==> src/rtl/input_cond_pkg.sv <==
// rtl/input_cond_pkg.sv - shared constants and helpers for the input conditioner
package input_cond_pkg;

    // Long-press FSM states
    localparam logic [1:0] IDLE    = 2'd0;
    localparam logic [1:0] PRESSED = 2'd1;
    localparam logic [1:0] HELD    = 2'd2;

    // Bits needed to hold values 0..n
    function automatic int cnt_w(input int n);
        return $clog2(n + 1);
    endfunction

endpackage

==> src/rtl/input_cond_channel.sv <==
// rtl/input_cond_channel.sv - one channel: sync, debounce, edge pulses, long-press and auto-repeat
//
// Ports:
//   clk, rst      clock, synchronous active-high reset
//   in            raw asynchronous input
//   repeat_en     auto-repeat enable, sampled every cycle
//   level         debounced, polarity-corrected level
//   rise, fall    one-cycle pulses coincident with the new level
//   long_press    one-cycle pulse after HOLD_CYCLES of level=1
//   repeat_pulse  one-cycle pulse every REPEAT_CYCLES after long_press
module input_cond_channel
    import input_cond_pkg::*;
#(
    parameter int   SYNC_STAGES     = 2,
    parameter int   DEBOUNCE_CYCLES = 16,
    parameter int   HOLD_CYCLES     = 50_000_000,
    parameter int   REPEAT_CYCLES   = 10_000_000,
    parameter logic INVERT          = 1'b0
) (
    input  logic clk,
    input  logic rst,
    input  logic in,
    input  logic repeat_en,
    output logic level,
    output logic rise,
    output logic fall,
    output logic long_press,
    output logic repeat_pulse
);

    localparam int DW = cnt_w(DEBOUNCE_CYCLES);
    localparam int HW = cnt_w((HOLD_CYCLES > REPEAT_CYCLES) ? HOLD_CYCLES : REPEAT_CYCLES);
    localparam logic [DW-1:0] DB_LAST   = DW'(DEBOUNCE_CYCLES - 1);
    localparam logic [HW-1:0] HOLD_LAST = HW'(HOLD_CYCLES - 1);
    localparam logic [HW-1:0] REP_LAST  = HW'(REPEAT_CYCLES - 1);

    logic [SYNC_STAGES-1:0] sync_q;
    logic [DW-1:0]          db_cnt;
    logic [HW-1:0]          hold_cnt;
    logic [1:0]             state;
    logic                   s;
    logic                   flip;

    assign s = sync_q[SYNC_STAGES-1] ^ INVERT;
    // Level is about to toggle on this edge; direction is given by the current level
    assign flip = (s != level) && (db_cnt == DB_LAST);

    always_ff @(posedge clk) begin
        if (rst) begin
            sync_q       <= '0;
            db_cnt       <= '0;
            level        <= 1'b0;
            rise         <= 1'b0;
            fall         <= 1'b0;
            long_press   <= 1'b0;
            repeat_pulse <= 1'b0;
            hold_cnt     <= '0;
            state        <= IDLE;
        end else begin
            sync_q       <= {sync_q[SYNC_STAGES-2:0], in};
            rise         <= 1'b0;
            fall         <= 1'b0;
            long_press   <= 1'b0;
            repeat_pulse <= 1'b0;

            if (s == level) begin
                db_cnt <= '0;
            end else if (flip) begin
                level  <= ~level;
                db_cnt <= '0;
                rise   <= ~level;
                fall   <= level;
            end else begin
                db_cnt <= db_cnt + DW'(1);
            end

            // A falling level overrides whatever the FSM would do this edge,
            // so a same-edge long_press or repeat is dropped.
            if (flip && level) begin
                state    <= IDLE;
                hold_cnt <= '0;
            end else begin
                case (state)
                    IDLE: begin
                        if (flip) begin
                            state    <= PRESSED;
                            hold_cnt <= '0;
                        end
                    end
                    PRESSED: begin
                        if (hold_cnt == HOLD_LAST) begin
                            long_press <= 1'b1;
                            state      <= HELD;
                            hold_cnt   <= '0;
                        end else begin
                            hold_cnt <= hold_cnt + HW'(1);
                        end
                    end
                    HELD: begin
                        // Counter keeps running with repeat disabled so enabling
                        // mid-hold stays in phase with the original press.
                        if (hold_cnt == REP_LAST) begin
                            hold_cnt     <= '0;
                            repeat_pulse <= repeat_en;
                        end else begin
                            hold_cnt <= hold_cnt + HW'(1);
                        end
                    end
                    default: begin
                        state    <= IDLE;
                        hold_cnt <= '0;
                    end
                endcase
            end
        end
    end

endmodule

==> src/rtl/input_conditioner.sv <==
// rtl/input_conditioner.sv - multi-channel button/switch conditioner top
//
// Ports:
//   clk, rst      clock, synchronous active-high reset
//   in            raw asynchronous inputs, one bit per channel
//   repeat_en     per-channel auto-repeat enable
//   level         debounced, polarity-corrected levels
//   rise, fall    per-channel edge pulses
//   long_press    per-channel long-press pulse
//   repeat_pulse  per-channel auto-repeat pulse
module input_conditioner
    import input_cond_pkg::*;
#(
    parameter int                  CHANNELS        = 4,
    parameter int                  SYNC_STAGES     = 2,
    parameter int                  DEBOUNCE_CYCLES = 16,
    parameter int                  HOLD_CYCLES     = 50_000_000,
    parameter int                  REPEAT_CYCLES   = 10_000_000,
    parameter logic [CHANNELS-1:0] INVERT          = {CHANNELS{1'b0}}
) (
    input  logic                clk,
    input  logic                rst,
    input  logic [CHANNELS-1:0] in,
    input  logic [CHANNELS-1:0] repeat_en,
    output logic [CHANNELS-1:0] level,
    output logic [CHANNELS-1:0] rise,
    output logic [CHANNELS-1:0] fall,
    output logic [CHANNELS-1:0] long_press,
    output logic [CHANNELS-1:0] repeat_pulse
);

    if (CHANNELS < 1)        begin : g_bad_channels $error("CHANNELS must be >= 1"); end
    if (SYNC_STAGES < 2)     begin : g_bad_sync     $error("SYNC_STAGES must be >= 2"); end
    if (DEBOUNCE_CYCLES < 1) begin : g_bad_debounce $error("DEBOUNCE_CYCLES must be >= 1"); end
    if (HOLD_CYCLES < 1)     begin : g_bad_hold     $error("HOLD_CYCLES must be >= 1"); end
    if (REPEAT_CYCLES < 1)   begin : g_bad_repeat   $error("REPEAT_CYCLES must be >= 1"); end

    for (genvar i = 0; i < CHANNELS; i++) begin : g_ch
        input_cond_channel #(
            .SYNC_STAGES    (SYNC_STAGES),
            .DEBOUNCE_CYCLES(DEBOUNCE_CYCLES),
            .HOLD_CYCLES    (HOLD_CYCLES),
            .REPEAT_CYCLES  (REPEAT_CYCLES),
            .INVERT         (INVERT[i])
        ) u_ch (
            .clk         (clk),
            .rst         (rst),
            .in          (in[i]),
            .repeat_en   (repeat_en[i]),
            .level       (level[i]),
            .rise        (rise[i]),
            .fall        (fall[i]),
            .long_press  (long_press[i]),
            .repeat_pulse(repeat_pulse[i])
        );
    end

endmodule

==> config.mk <==
export PLATFORM = sky130hd
export DESIGN_NAME = input_conditioner
export DESIGN_NICKNAME = d
export VERILOG_FILES = /design/src/rtl/input_cond_pkg.sv /design/src/rtl/input_cond_channel.sv /design/src/rtl/input_conditioner.sv
export SDC_FILE = /design/constraint.sdc
export NUM_CORES = 1
export LEC_CHECK = 0
export CORE_AREA = 2 2 152 94
export DETAILED_ROUTE_END_ITERATION = 8
export DIE_AREA = 0 0 154 96
export PLACE_DENSITY = 0.79
export SLEW_MARGIN = 20
export SYNTH_ARGS = -nofsm -noshare
export SYNTH_HDL_FRONTEND = slang
export SYNTH_SLANG_ARGS = --single-unit
==> constraint.sdc <==
create_clock -name clk -period 2.5 [get_ports clk]
set_input_delay 0.75 -clock clk [delete_from_list [all_inputs] [get_ports clk]]
set_output_delay 0.75 -clock clk [all_outputs]
set_load 0.05 [all_outputs]
# After elaboration in Yosys (flattened, before gate mapping)
# Cells that the tools add are included.
# W data, S select, Z words.
# totals
ff_bits	160
inputBits	10
out_inout_bits	20
word_cells	176
# op_classes
n_addsub	8
n_eq_ne	36
n_mux	32
bitwise_logic	24
reduce_logical	40
# op_table
cell	count
$mux W26	12
$pmux W26 S3	4
$add A26 B1 Y26 const B	4
$eq A26 B24 Y1 const B	4
$eq A26 B26 Y1 const B	4
$reduce_or A3 Y1	12
$not A1 Y1	24
$pmux W2 S3	4
$add A5 B1 Y5 const B	4
$eq A5 B4 Y1 const B	4
$mux W2	8
$ne A2 B1 Y1 const B	8
$reduce_or A4 Y1	4
$reduce_and A3 Y1	4
$eq A2 B1 Y1 const B	4
$eq A2 B2 Y1 const B	4
$logic_and A1 B1 Y1	8
$logic_not A2 Y1	4
$reduce_and A2 Y1	4
$reduce_or A2 Y1	4
$eq A1 B1 Y1	4
$mux W1	4
$ne A1 B1 Y1	4

# Longest topological paths before layout
# logic_depth
word_depth	4
ltp_mapped	10
depth_no_buf	9

# By module
# From an unflattened synthesis, not the netlist that was laid out.
# unflattened
cells_unflattened	820
hier_area_um2	7352.1
# by_module_without_submodules
mod	n_inst	cells_each	area_per_inst_um2	seq_area_each_um2
input_cond_channel	4	205	1838.0	800.8

# Worst setup path before layout
# OpenSTA, ideal clock, no wires.
# synth_path
kind	flip-flop to flip-flop
start	register g_ch[3].u_ch.db_cnt[0]
end	register g_ch[3].u_ch.hold_cnt[21]
setup_ns	0.062
arrival_ns	2.228
t_required_ns	2.438
setup_slack_ns	0.209
stages_incl_launch_ff	10
n_path_buf	1
period_less_slack_ns	2.291
cell_sequence	dfxtp_1 > ha_1 > and3_1 > ha_1 > a21oi_1 > o2111ai_1 > a21o_1 > clkbuf_1 > or4_1 > nand3_1
# synth_between
elab_chain_len	4
word_cells_on_any_way	5
cone_classes	2 x eq/ne; 3 x reduce/logical
# synth_rtl
element	line_no	text
start: declaration	input_cond_channel.sv:38	logic [DW-1:0] db_cnt;
start signal: assignment	input_cond_channel.sv:74	db_cnt <= db_cnt + DW'(1);
$eq A5 B4 Y1 (*)	input_cond_channel.sv:46	assign flip = (s != level) && (db_cnt == DB_LAST);
$logic_and A1 B1 Y1 (*)	input_cond_channel.sv:46	
$logic_and A1 B1 Y1	input_cond_channel.sv:79	if (flip && level) begin
$reduce_or A2 Y1 (no source line)	n/a	
end signal: assignment	input_cond_channel.sv:96	hold_cnt <= hold_cnt + HW'(1);
end signal: assignment	input_cond_channel.sv:106	hold_cnt <= hold_cnt + HW'(1);
end: declaration	input_cond_channel.sv:39	logic [HW-1:0] hold_cnt;
# Mark *: on every way between the ends. The rest lies on a longest branch, timed or not.
# A chain may end at the register's enable or synchronous reset.

# Final worst setup path
# layout_path
start	register g_ch[3].u_ch.level
end	output level[3]
# layout_lines
element	line_no	text
start: declaration	input_cond_channel.sv:24	output logic level,
start signal: assignment	input_cond_channel.sv:69	level <= ~level;
end: declaration	input_conditioner.sv:25	output logic [CHANNELS-1:0] level,
# No word-level cell between the ends.

==> summary.md <==
| Metric | Value |
|---|---|
| Reg clk slew, reported paths | 0.06 ns |
| Detailed Routing Iterations Pass 1 | 5 |
| Die height | 96 um |
| CTS max path bufs | 2 |
| Die Width | 154 um |
| Post-synthesis simple-gate area fraction | 32.5% |
| Hold Fails Final Rpt | 0 |
| Gate power share | 5.7% |
| Crit end category | primary output |
| Worst EP arrival | 1.70 ns |
| Hold_ws | 0.436 ns |
| Max_cap viols | 0 |
| Hold-fix buffers, CTS | 0 |
| Layout overhead on the synthesized area | 17.4% |
| Routability Congestion | 0.917 |
| Reg power frac | 47.9% |
| Fmax | 409 MHz |
| Mapped Cells | 962 |
| Slowest CP cell | clkdlybuf4s50_1 |
| Layout fillers | 1021 |
| Starting Density | 59.9% |
| Antenna viol nets, final | 0 |
| Total GRT Usage | 25.9% |
| Setup Skew | 0.00589 ns |
| Synth warn | 0 |
| Async set-reset flop share out of synthesis | 0% |
| Combinational family with the most area after synthesis | simple AND/OR/NAND/NOR gates |
| CTS Buf Count | 17 |
| Detailed placement HPWL | 13200 um |
| Final nets | 1070 |
| DR vias/cell | 5.94 |
| DRC errors left | 0 |
| Worst Path Max Fanout | 5 |
| Worst slew pin tran | 0.622 ns |
| Setup ws final | 0.0546 ns |
| Number of diodes | 0 |
| First-pass GRT wire length | 31400 um |
| Overflow after GRT | 0 |
| Final worst-path cycle share | 97.8% |
| Critical path launch point type | flip-flop |
| Slew headroom | 58.5% |
| Synthesized flop and latch total | 160 |
| Most common flop cell mapped by yosys | dfxtp_1 |
| CORE AREA | 13400 um2 |
| Largest delay share family, worst path | buffers and inverters |
| Period minus WS final | 2.45 ns |
| Crit path kind | reg -> out |
| Total power | 5.37 mW |
| Root buf cell | clkbuf_16 |
| Finish-stage setup viols | 0 |
| Later-pin clock latency in the skew report | 0.41 ns |
| Sink Count | 160 |
| Layout cells sized above 1 | 11.5% |
| Pin count of the biggest net entering global routing | 26 |
| Net Count, Synth | 1004 |
| Mux cell area share after synthesis | 0.871% |
| Pwr Density | 569 nW/um2 |
| Sw power | 1.21 mW |
| Max IR drop VDD | 0.000383 V |
| Final sum of negative setup slack | 0 ns |
| Clk pwr share | 46.4% |
| Min-delay worst type | reg -> reg |
| Avg Cell Area, Syn | 8.36 um2 |
| Pleak | 3.40 nW |
| Routed wire length | 18500 um |
| Internal | 4.17 mW |
| # H-tree levels | 4 |
| First-iteration detailed-routing DRC count | 729 |
| Final number of max-transition violations | 0 |
| Synthesized area | 8040 um2 |
| Library cells used by synthesis | 61 |
| Status | finished, final reports clean |
| Port Buffer Count | 29 |
| Critical Path RT | 1.75 ns |
| Initial antenna violation count | 0 |
| Post-synthesis adder-cell area fraction | 4.98% |
| Sw Ratio | 22.4% |
| Post-Place Setup Slack | -0.309 ns |
| Buf/Inv on CP | 1 |
| DR WL/cell | 15.2 um |
| Vias | 7221 |
| Sequential share of the synthesized area | 39.8% |
| Post-Synth XOR/XNOR Area | 6.75% |
| EDFF count, synth | 0 |
| Compound-Gate Fraction of Synth Area | 9.46% |
| Critical-path cell list | clkdlybuf4s50_1 |
| Die ar. | 14800 um2 |
| CTS tree | done |
| Worst path max stage delay | 0.84 ns |
| Vias in the first global route | 6452 |
| Io pins | 30 |
| FP Rows | 33 |
synthesized netlist by cell type, types with 3 or more instances:
cell type / n / area [um2]
and3_1: 28 / 175
mux2i_1: 7 / 70.1
nor3b_1: 6 / 45.0
xor2_1: 27 / 236
xnor2_1: 35 / 307
nand2_1: 88 / 330
ha_1: 32 / 400
o21a_1: 7 / 52.6
or3_1: 29 / 181
inv_1: 40 / 150
buf_4: 20 / 150
o21ai_0: 23 / 115
and2_1: 16 / 100
nor4_1: 22 / 138
or4_1: 9 / 67.6
dfxtp_1: 160 / 3200
nand4_1: 44 / 275
nor4b_1: 14 / 123
nand3_1: 76 / 380
nor2b_1: 17 / 106
o31ai_1: 3 / 22.5
clkbuf_1: 17 / 63.8
a21o_1: 7 / 52.6
and4_1: 7 / 61.3
nor2_1: 106 / 398
buf_2: 5 / 25.0
o21ai_1: 4 / 20.0
buf_6: 3 / 33.8
a21oi_1: 26 / 130
o211ai_1: 5 / 37.5
nor3_1: 20 / 100
a31oi_1: 18 / 113
or2_2: 3 / 18.8
cell type report:
class | count | area (um2) | area share [%]
clock buffers | 20 | 447 | 4.73
clock inverters | 11 | 116 | 1.23
inverters | 41 | 154 | 1.63
multi-input cells | 713 | 4450 | 47.1
flip-flops and latches | 160 | 3200 | 33.9
well taps | 175 | 219 | 2.32
repair buffers | 95 | 853 | 9.04
power by group through the flow:
stage	Clock, mW	Combinational (mW)	Sequential, mW
2_1_floorplan	0	0.179	2.63
3_3_place_gp	0	0.290	2.63
3_5_place_dp	0	0.294	2.63
4_1_cts	2.53	0.297	2.57
5_1_grt	2.65	0.333	2.58
6_report	2.49	0.305	2.57
flip-flops by register name, summed over array words and instances, names as in the netlist:
register and cells:
g_ch.u_ch.rise 4, g_ch.u_ch.level 4, g_ch.u_ch.fall 4, g_ch.u_ch.sync_q 8
g_ch.u_ch.db_cnt 20, g_ch.u_ch.hold_cnt 104, g_ch.u_ch.repeat_pulse 4, g_ch.u_ch.long_press 4
g_ch.u_ch.state 8
cell usage in the layout, fill, tap and decap left out, types with 7 or more instances in the layout:
| master | synthesis | routed |
|---|---|---|
| a31oi_1 | 18 | 18 |
| o21ai_0 | 23 | 23 |
| nor3_1 | 20 | 20 |
| clkbuf_16 | 0 | 17 |
| ha_1 | 32 | 30 |
| nor2b_1 | 17 | 17 |
| nand4_1 | 44 | 44 |
| nand2_1 | 88 | 88 |
| xor2_1 | 27 | 27 |
| or4_1 | 9 | 9 |
| xnor2_1 | 35 | 35 |
| and4_1 | 7 | 7 |
| dfxtp_1 | 160 | 160 |
| mux2i_1 | 7 | 7 |
| and2_1 | 16 | 16 |
| and3_1 | 28 | 28 |
| nor2_1 | 106 | 106 |
| nor4_1 | 22 | 20 |
| a21oi_1 | 26 | 24 |
| or3_1 | 29 | 29 |
| inv_1 | 40 | 40 |
| nand3_1 | 76 | 76 |
| buf_4 | 20 | 61 |
| nor4b_1 | 14 | 14 |
| clkdlybuf4s50_1 | 0 | 27 |
layer usage:
layer | track usage [%] | wire length [um] | vias to the layer above
li1 | - | - | 3542
met1 | 37.2 | 8920 | 3363
met2 | 39.7 | 7920 | 297
met3 | 5.54 | 1460 | 19
met4 | 7.17 | 153 | 0
met5 | 0 | 0 | -
stage by stage:
step                utilization (%)  std cells  cell area, um2
detailed placement             65.5       1180            8780
global placement               65.5       1180            8780
CTS                            69.7       1211            9350
floorplan                         -        962            8040
global route                   70.3       1215            9440
finish                         70.3       1215            9440
what timing repair did:
item | CTS | global route
endpoints found under the setup margin | 13 | 51
buffers inserted | 0 | 4
pin swaps | 1 | 5
hold endpoints to repair | 0 | 0
cloned | 0 | 0
gates resized for setup | 1 | 14
kinds of logic (layout without fill, tap and decap cells):
logic type,Yosys count,in the layout
XOR/XNOR,62,62
flip-flops,160,160
adder cells (fa/ha/maj),32,32
buffers and inverters,89,167
AO/OA/AOI/OAI,114,114
AND/OR/NAND/NOR,498,498
multiplexers,7,7
worst paths after layout:
check                                         startpoint                                      to  slack [ns]  cells after the start
hold reg to reg        g_ch[3].u_ch.sync_q[0]$_SDFF_PP0_       g_ch[3].u_ch.sync_q[1]$_SDFF_PP0_        0.44                      1
setup reg to reg  g_ch[3].u_ch.hold_cnt[14]$_SDFFE_PP0P_  g_ch[3].u_ch.hold_cnt[23]$_SDFFE_PP0P_        0.13                      8
hold / removal         g_ch[3].u_ch.sync_q[0]$_SDFF_PP0_       g_ch[3].u_ch.sync_q[1]$_SDFF_PP0_        0.44                      1
setup / recovery         g_ch[3].u_ch.level$_SDFFE_PP0P_                                level[3]        0.05                      1
Power figures use the tool's default switching activity.
